**src/rtl/dtw_pkg.sv**
```systemverilog
// Shared types and default sizing for the dtw_core query scheduler.
package dtw_pkg;

    typedef enum logic [2:0] {IDLE, LOAD, START, WAIT, EMIT} state_t;

    localparam int DEF_WIDTH          = 16;
    localparam int DEF_SQG_SIZE       = 250;
    localparam int DEF_AXI_DWIDTH     = 32;
    localparam int DEF_QID_W          = 16;
    localparam int DEF_TIMEOUT_CYCLES = 1 << 24;

    typedef struct packed {
        logic [DEF_AXI_DWIDTH-1:0] minval;
        logic [DEF_AXI_DWIDTH-1:0] position;
        logic [DEF_QID_W-1:0]      qid;
    } result_t;

endpackage

```
**src/rtl/dtw_wdog.sv**
```systemverilog
// Free-running WAIT watchdog: cleared on start, counts while enabled, flags the last allowed cycle.
module dtw_wdog #(
    parameter int TIMEOUT_CYCLES = 16
) (
    input  logic clk,
    input  logic rst,
    input  logic clr_i,
    input  logic en_i,
    output logic expire_o
);

    localparam int W = (TIMEOUT_CYCLES > 1) ? $clog2(TIMEOUT_CYCLES) : 1;

    logic [W-1:0] cnt_q;

    always_ff @(posedge clk) begin
        if (rst || clr_i) begin
            cnt_q <= '0;
        end else if (en_i) begin
            cnt_q <= cnt_q + W'(1);
        end
    end

    assign expire_o = (cnt_q == W'(TIMEOUT_CYCLES - 1));

endmodule

```
**src/rtl/dtw_sched.sv**
```systemverilog
// Query sequencer: source FIFO -> core query buffer, start/wait with watchdog, result -> sink FIFO.
module dtw_sched
    import dtw_pkg::*;
#(
    parameter int width          = DEF_WIDTH,
    parameter int SQG_SIZE       = DEF_SQG_SIZE,
    parameter int axi_dwidth     = DEF_AXI_DWIDTH,
    parameter int QID_W          = DEF_QID_W,
    parameter int TIMEOUT_CYCLES = DEF_TIMEOUT_CYCLES
) (
    input  logic                        clk,
    input  logic                        rst,
    input  logic                        enable,
    input  logic                        src_fifo_empty,
    output logic                        src_fifo_rden,
    input  logic [width-1:0]            src_fifo_data,
    output logic                        core_load_en,
    output logic [$clog2(SQG_SIZE)-1:0] core_load_addr,
    output logic [width-1:0]            core_load_data,
    output logic                        core_start,
    output logic                        core_abort,
    input  logic                        core_done,
    input  logic [axi_dwidth-1:0]       core_minval,
    input  logic [axi_dwidth-1:0]       core_position,
    input  logic                        sink_fifo_full,
    output logic                        sink_fifo_wren,
    output logic [axi_dwidth-1:0]       sink_minval,
    output logic [axi_dwidth-1:0]       sink_position,
    output logic [QID_W-1:0]            sink_qid,
    output logic                        running,
    output logic                        err_timeout,
    output logic [QID_W-1:0]            qid_count
);

    localparam int ADDR_W = $clog2(SQG_SIZE);
    localparam int RD_W   = $clog2(SQG_SIZE + 1);

    state_t                state_q, state_d;
    logic [RD_W-1:0]       rd_cnt_q, rd_cnt_d;
    logic [ADDR_W-1:0]     wr_cnt_q, wr_cnt_d;
    logic [QID_W-1:0]      qid_q, qid_d;
    logic                  rd_vld_q;
    logic                  load_en_q;
    logic [ADDR_W-1:0]     load_addr_q;
    logic [width-1:0]      load_data_q;
    logic [axi_dwidth-1:0] minval_q, position_q;
    logic                  err_q;

    logic rden, start, abort, wren, latch_res, set_err;
    logic wdog_clr, wdog_run, wdog_expire;

    dtw_wdog #(.TIMEOUT_CYCLES(TIMEOUT_CYCLES)) u_wdog (
        .clk      (clk),
        .rst      (rst),
        .clr_i    (wdog_clr),
        .en_i     (wdog_run),
        .expire_o (wdog_expire)
    );

    always_comb begin
        state_d   = state_q;
        rd_cnt_d  = rd_cnt_q;
        wr_cnt_d  = wr_cnt_q;
        qid_d     = qid_q;
        rden      = 1'b0;
        start     = 1'b0;
        abort     = 1'b0;
        wren      = 1'b0;
        latch_res = 1'b0;
        set_err   = 1'b0;
        wdog_clr  = 1'b0;
        wdog_run  = 1'b0;
        unique case (state_q)
            IDLE: begin
                if (enable) begin
                    state_d  = LOAD;
                    rd_cnt_d = '0;
                    wr_cnt_d = '0;
                end
            end
            LOAD: begin
                // Read count caps the query, so the FIFO is never over-drained.
                rden = !src_fifo_empty && (rd_cnt_q < RD_W'(SQG_SIZE));
                if (rden) rd_cnt_d = rd_cnt_q + RD_W'(1);
                if (rd_vld_q) begin
                    wr_cnt_d = wr_cnt_q + ADDR_W'(1);
                    if (wr_cnt_q == ADDR_W'(SQG_SIZE - 1)) state_d = START;
                end
            end
            START: begin
                start    = 1'b1;
                wdog_clr = 1'b1;
                state_d  = WAIT;
            end
            WAIT: begin
                wdog_run = 1'b1;
                if (core_done) begin
                    latch_res = 1'b1;
                    state_d   = EMIT;
                end else if (wdog_expire) begin
                    abort   = 1'b1;
                    set_err = 1'b1;
                    state_d = IDLE;
                end
            end
            EMIT: begin
                if (!sink_fifo_full) begin
                    wren  = 1'b1;
                    qid_d = qid_q + QID_W'(1);
                    if (enable) begin
                        state_d  = LOAD;
                        rd_cnt_d = '0;
                        wr_cnt_d = '0;
                    end else begin
                        state_d = IDLE;
                    end
                end
            end
            default: state_d = IDLE;
        endcase
    end

    always_ff @(posedge clk) begin
        if (rst) begin
            state_q     <= IDLE;
            rd_cnt_q    <= '0;
            wr_cnt_q    <= '0;
            qid_q       <= '0;
            rd_vld_q    <= 1'b0;
            load_en_q   <= 1'b0;
            load_addr_q <= '0;
            load_data_q <= '0;
            minval_q    <= '0;
            position_q  <= '0;
            err_q       <= 1'b0;
        end else begin
            state_q   <= state_d;
            rd_cnt_q  <= rd_cnt_d;
            wr_cnt_q  <= wr_cnt_d;
            qid_q     <= qid_d;
            rd_vld_q  <= rden;
            load_en_q <= (state_q == LOAD) && rd_vld_q;
            if ((state_q == LOAD) && rd_vld_q) begin
                load_addr_q <= wr_cnt_q;
                load_data_q <= src_fifo_data;
            end
            if (latch_res) begin
                minval_q   <= core_minval;
                position_q <= core_position;
            end
            if (set_err) err_q <= 1'b1;
        end
    end

    assign src_fifo_rden  = rden;
    assign core_load_en   = load_en_q;
    assign core_load_addr = load_addr_q;
    assign core_load_data = load_data_q;
    assign core_start     = start;
    assign core_abort     = abort;
    assign sink_fifo_wren = wren;
    assign sink_minval    = minval_q;
    assign sink_position  = position_q;
    assign sink_qid       = qid_q;
    assign running        = (state_q != IDLE);
    assign err_timeout    = err_q;
    assign qid_count      = qid_q;

endmodule

```
**config.mk**
```make
export PLATFORM = sky130hd
export DESIGN_NAME = dtw_sched
export DESIGN_NICKNAME = d
export VERILOG_FILES = /design/src/rtl/dtw_pkg.sv /design/src/rtl/dtw_wdog.sv /design/src/rtl/dtw_sched.sv
export SDC_FILE = /design/constraint.sdc
export NUM_CORES = 1
export LEC_CHECK = 0
export ABC_AREA = 1
export CORE_MARGIN = 2
export CORE_UTILIZATION = 46
export CTS_CLUSTER_DIAMETER = 80
export DETAILED_ROUTE_END_ITERATION = 10
export PLACE_DENSITY = 0.8
export SYNTH_ARGS = -nofsm -noshare
export SYNTH_HDL_FRONTEND = slang
export SYNTH_SLANG_ARGS = --single-unit
```
**constraint.sdc**
```tcl
create_clock -name clk -period 1.95 [get_ports clk]
set_input_delay 0.195 -clock clk [delete_from_list [all_inputs] [get_ports clk]]
set_output_delay 0.195 -clock clk [all_outputs]
set_load 0.01 [all_outputs]
```
Word level (Yosys, flattened, before mapping):

Index checks and enable logic that the tools add are counted.

* eq/ne operators: 12
* add/subtract/negate cells: 4
* bitwise operators: 1
* muxes and demuxes: 26
* reductions and logical operators: 11
* magnitude comparators: 1

Operators with widths (count)
* 2-to-1 mux 8 bit: 6
* case mux 8 bit (3 select lines): 2
* adder 24 x 1 -> 24 bit, second input constant: 1
* equality test 24 bit, second input constant: 1
* 2-to-1 mux 3 bit: 6
* adder 16 x 1 -> 16 bit, second input constant: 1
* adder 8 x 1 -> 8 bit, second input constant: 2
* case mux 3 bit (5 select lines): 1
* 2-to-1 mux 1 bit: 11
* inequality test 2 bit, second input constant: 5
* equality test 8 bit, second input constant: 1
* < comparator 8 bit, second input constant: 1
* equality test 3 x 2 -> 1 bit, second input constant: 2
* AND reduction 3 bit: 2
* nonzero test 3 bit: 2
* AND reduction 5 bit: 1
* equality test 3 x 1 -> 1 bit, second input constant: 1
* equality test 3 bit, second input constant: 1
* zero test 3 bit: 1
* inequality test 3 x 2 -> 1 bit, second input constant: 1
* logical AND 1 bit: 2
* AND reduction 2 bit: 1
* zero test 1 bit: 1
* logical OR 1 bit: 1
* NOT 1 bit: 1

* output and inout bits: 127
* flip-flop bits (word level): 150
* logic and storage cells: 67
* bits of input ports: 86

Longest topological paths before layout:

* word-level depth: 4
* depth in mapped cells: 10

Modules after synthesis:

From an unflattened synthesis, not the netlist that was laid out.

* cell total of the unflattened synthesis: 923
* area total of the unflattened synthesis: 6575.1 µm²

By module, submodules not included
* dtw_sched: area each 5277.6 µm², instances 1, seq. area each 2522.4 µm², cells an instance 719
* dtw_wdog: area each 1297.5 µm², instances 1, seq. area each 480.5 µm², cells an instance 204

Worst setup path before layout:

Ideal clock, no wire load.

* path kind: flip-flop to flip-flop
* from: reg qid_q[0], in the netlist qid_count[0]
* to: reg qid_q[10], in the netlist qid_count[10]
* buffers on the path: 0
* path slack: 0.503 ns
* cell stages (with the launch flop): 9
* arrival: 1.334 ns
* data required time: 1.837 ns
* cell sequence: dfxtp_1 > ha_1 > nand3_1 > nor2_1 > nand2_1 > nor2_4 > nand2_1 > nor2_1 > nor2_1

* longest elaborated chain between the ends: 1

RTL lines
* from (decl): line dtw_sched.sv:41 `logic [QID_W-1:0] qid_q, qid_d;`
* from (signal assigned): line dtw_sched.sv:140 `qid_q <= qid_d;`
* adder 16 x 1 -> 16 bit: line dtw_sched.sv:109 `qid_d = qid_q + QID_W'(1);`

No other way between the ends.
A chain may end at the register's enable or synchronous reset.

Final worst setup path:

* from: reg u_wdog.cnt_q[0]
* to: out core_abort

* longest elaborated chain between the ends: 4

RTL lines
* from (decl): line dtw_wdog.sv:14 `logic [W-1:0] cnt_q;`
* from (signal assigned): line dtw_wdog.sv:20 `cnt_q <= cnt_q + W'(1);`
* equality test 24 bit: line dtw_wdog.sv:24 `assign expire_o = (cnt_q == W'(TIMEOUT_CYCLES - 1));`
* 2-to-1 mux 1 bit: line dtw_sched.sv:100 `end else if (wdog_expire) begin`
* 2-to-1 mux 1 bit: line dtw_sched.sv:97 `if (core_done) begin`
* 2-to-1 mux 1 bit: line dtw_sched.sv:73 `unique case (state_q)`
* to (decl): line dtw_sched.sv:21 `output logic core_abort,`

No other way between the ends.

==> metrics.log <==
INFO  metric cts.path.max_buffers = 2
INFO  metric floorplan.die.height = 124 um
INFO  metric drv_slew = 0
INFO  metric design.die.area = 0.0153 mm2
INFO  metric critPathKind = reg2out
INFO  metric outcome = finished clean
INFO  metric cts.sinks = 150
INFO  metric hold_viol = 0
INFO  metric floorplan.io_pins = 213
INFO  metric drcViolationCount = 0
INFO  metric core_area = 0.0139 mm2
INFO  metric place_worst_setup_slack = -0.0376 ns
INFO  metric grt_antenna_before_repair = 0
INFO  metric num_antenna_cells = 0
INFO  metric antenna_violating_nets_post_route = 0
INFO  metric tightestPinTransition = 0.553 ns
INFO  metric worst_slew_margin_rel = 0.630
INFO  metric power_leakage = 3.53 nW
INFO  metric cts.root.buffer_cell = clkbuf_16
INFO  metric routed_wire_length_per_instance = 14.2 um
INFO  metric ir_drop = 0.531 mV
INFO  metric detail_route.first_pass.iterations = 5
INFO  metric slowest_delay = 0.37 ns
INFO  metric post-dp-hpwl = 12700 um
INFO  metric syn_to_final_growth = 44.7%
INFO  metric cts_tree = yes
INFO  metric clock.fmax = 513 MHz
INFO  metric critPathMaxFanout = 3
INFO  metric post_route_cells_drive_above_1_share = 0.0750
INFO  metric port_buffers = 212
INFO  metric detail_route.wirelength = 18900 um
INFO  metric worst_path_most_repeated_cell = nor2_2
INFO  metric h_tree_levels = 4
INFO  metric instance_count_of_the_mapped_netlist = 941
INFO  metric drt_iter0_markers = 440
INFO  metric post_route_insts_no_fill = 1326
INFO  metric post-place-cells = 1292
INFO  metric ctsHoldBuffers = 0
INFO  metric worst_hold_path_type = in2reg
INFO  metric pwr_density_cell = 799 mW/mm2
INFO  metric grt_util_all_layers = 0.245
INFO  metric num_vias = 6775
INFO  metric fin_crit_sh = 0.999
INFO  metric finish.net_count = 1224
INFO  metric setup_slack = 0.00103 ns
INFO  metric global_route.overflow_total = 0
INFO  metric cp_data_required_time = 1.75 ns
INFO  metric clk-insertion-delay-late = 0.42 ns
INFO  metric final.setup_skew = 0.00578 ns
INFO  metric grt_first_pass_wirelength = 29600 um
INFO  metric crit_chain = ha_4, inv_2, nor2_2, nand3_1, nor2_2, nand2_2, nor2_4, buf_6
INFO  metric most_common_cell_after_layout_fill_and_taps_aside = nand2_1
INFO  metric routed_via_density = 5.11
INFO  metric die_x = 124 um
INFO  metric ys_seq_elements = 150
INFO  metric mappedNetlistArea = 0.00658 mm2
INFO  metric setup_viol_count_final = 0
INFO  metric timing.final.crit_period = 1.95 ns
INFO  metric post_synth_num_cell_types = 29
INFO  metric critPathCaptureType = primary output
INFO  metric worst_setup_path_start_kind = flip-flop
INFO  metric max_cap_violations = 0
INFO  metric synth_warnings = 0
INFO  metric cts.reportedPaths.clkPinSlew = 0.06 ns
INFO  metric mappedNetlistNets = 1032
INFO  metric globalplace.congestion = 0.849
INFO  metric fillerInstances = 1136
INFO  metric placementRows = 43
INFO  metric synth_seq_area_share = 0.456
INFO  metric avg_synthesized_cell_area = 6.99 um2
INFO  metric cts-buffers-inserted = 17
INFO  metric number_of_global_route_vias_before_repair = 6200
INFO  metric grt_max_degree = 78
INFO  metric post-layout-total-power = 7.60 mW
INFO  metric floorplan.initialDensity = 0.472
INFO  metric timing.setup.tns = 0 ns
INFO  metric mostFrequentLayoutCells = nand2_1, clkdlybuf4s50_1, dfxtp_1
INFO  metric critPathArrivalTime = 1.75 ns
INFO  metric worst_path_max_delay_cell = dfxtp_4
-- cell families after synthesis --
family	after synthesis	share of synthesized area
flops	150	0.456
compound gates	152	0.119
xor+xnor	3	0.00399
simple gates	488	0.316
buf+inv	143	0.0947
fa+ha+maj	5	0.00951
-- sequential cells by signal, summed over array words and instances (netlist names) --
signal          cells
sink_minval        32
sink_position      32
u_wdog.cnt_q       24
core_load_data     16
qid_count          16
core_load_addr      8
rd_cnt_q            8
wr_cnt_q            8
state_q             3
core_load_en        1
err_timeout         1
rd_vld_q            1
-- report_power, final --
group	leakage (nW)	total [mW]	internal (mW)	switching, mW
sequential	1.21	3.20	3.14	0.0599
combinational	2.01	0.873	0.409	0.464
clock	0.308	3.53	2.24	1.29
-- per-layer routing --
layer  track usage  vias up  wire (um)
met5             0        -          0
met4         0.101        0        453
met3        0.0636       36       1180
met2         0.394      210       9020
met1         0.312     3116       8210
li1              -     3413          -
-- per-stage QoR --
stage                      util  hold slack, ns  area [um2]
after floorplan               -           0.330        6580
after global placement    0.632           0.445        8800
after detailed placement  0.632           0.448        8800
after CTS                 0.680          0.0818        9480
after global routing      0.683           0.101        9520
final                     0.683          0.0965        9520
-- repair_timing --
action,4_1_cts,5_1_grt
hold endpoints to repair,0,0
cloned,0,0
buffers inserted,0,2
gates resized for setup,16,11
setup endpoints to repair,4,2
pin swaps,1,5
-- area by class of cell --
| cell class | instances | area, um2 | area share |
|---|---|---|---|
| clock inverter | 12 | 175 | 0.0184 |
| tap | 180 | 225 | 0.0237 |
| sequential | 150 | 3010 | 0.316 |
| multi-input combinational | 648 | 3000 | 0.315 |
| clock buffer | 20 | 467 | 0.0490 |
| timing repair buffer | 234 | 2330 | 0.245 |
| inverter | 82 | 308 | 0.0323 |
-- worst max-delay path: cells and delay by family, from the launching register on --
kind,cells,cell delay (ns)
flops,1,0.37
buf+inv,2,0.15
simple gates,5,0.69
fa+ha+maj,1,0.13
-- final timing paths --
| kind | startpoint | endpoint | slack, ns | cells after the start |
|---|---|---|---|---|
| setup reg to reg | qid_count[1] | qid_count[10] | 0.25 | 9 |
| hold / removal | rst | core_load_en | 0.1 | 2 |
| setup / recovery | u_wdog.cnt_q[0] | core_abort | 0.001 | 8 |
| hold reg to reg | u_wdog.cnt_q[6] | u_wdog.cnt_q[6] | 0.46 | 2 |
-- Yosys cell counts (all sizes together) --
cell type / n / area share
or2: 4 / 0.0038
nand3b: 3 / 0.0040
o21bai: 6 / 0.0068
clkbuf: 27 / 0.015
nand3: 109 / 0.084
inv: 82 / 0.047
nor3: 4 / 0.0030
nand4: 17 / 0.016
a21oi: 109 / 0.083
o21a: 2 / 0.0023
buf: 34 / 0.033
nor3b: 1 / 0.0011
ha: 5 / 0.0095
dfxtp: 150 / 0.46
nand2: 220 / 0.13
xor2: 3 / 0.0040
nor2: 130 / 0.079
a31oi: 1 / 0.00095
o21ai: 34 / 0.026
(Power assumes the default switching activity.)
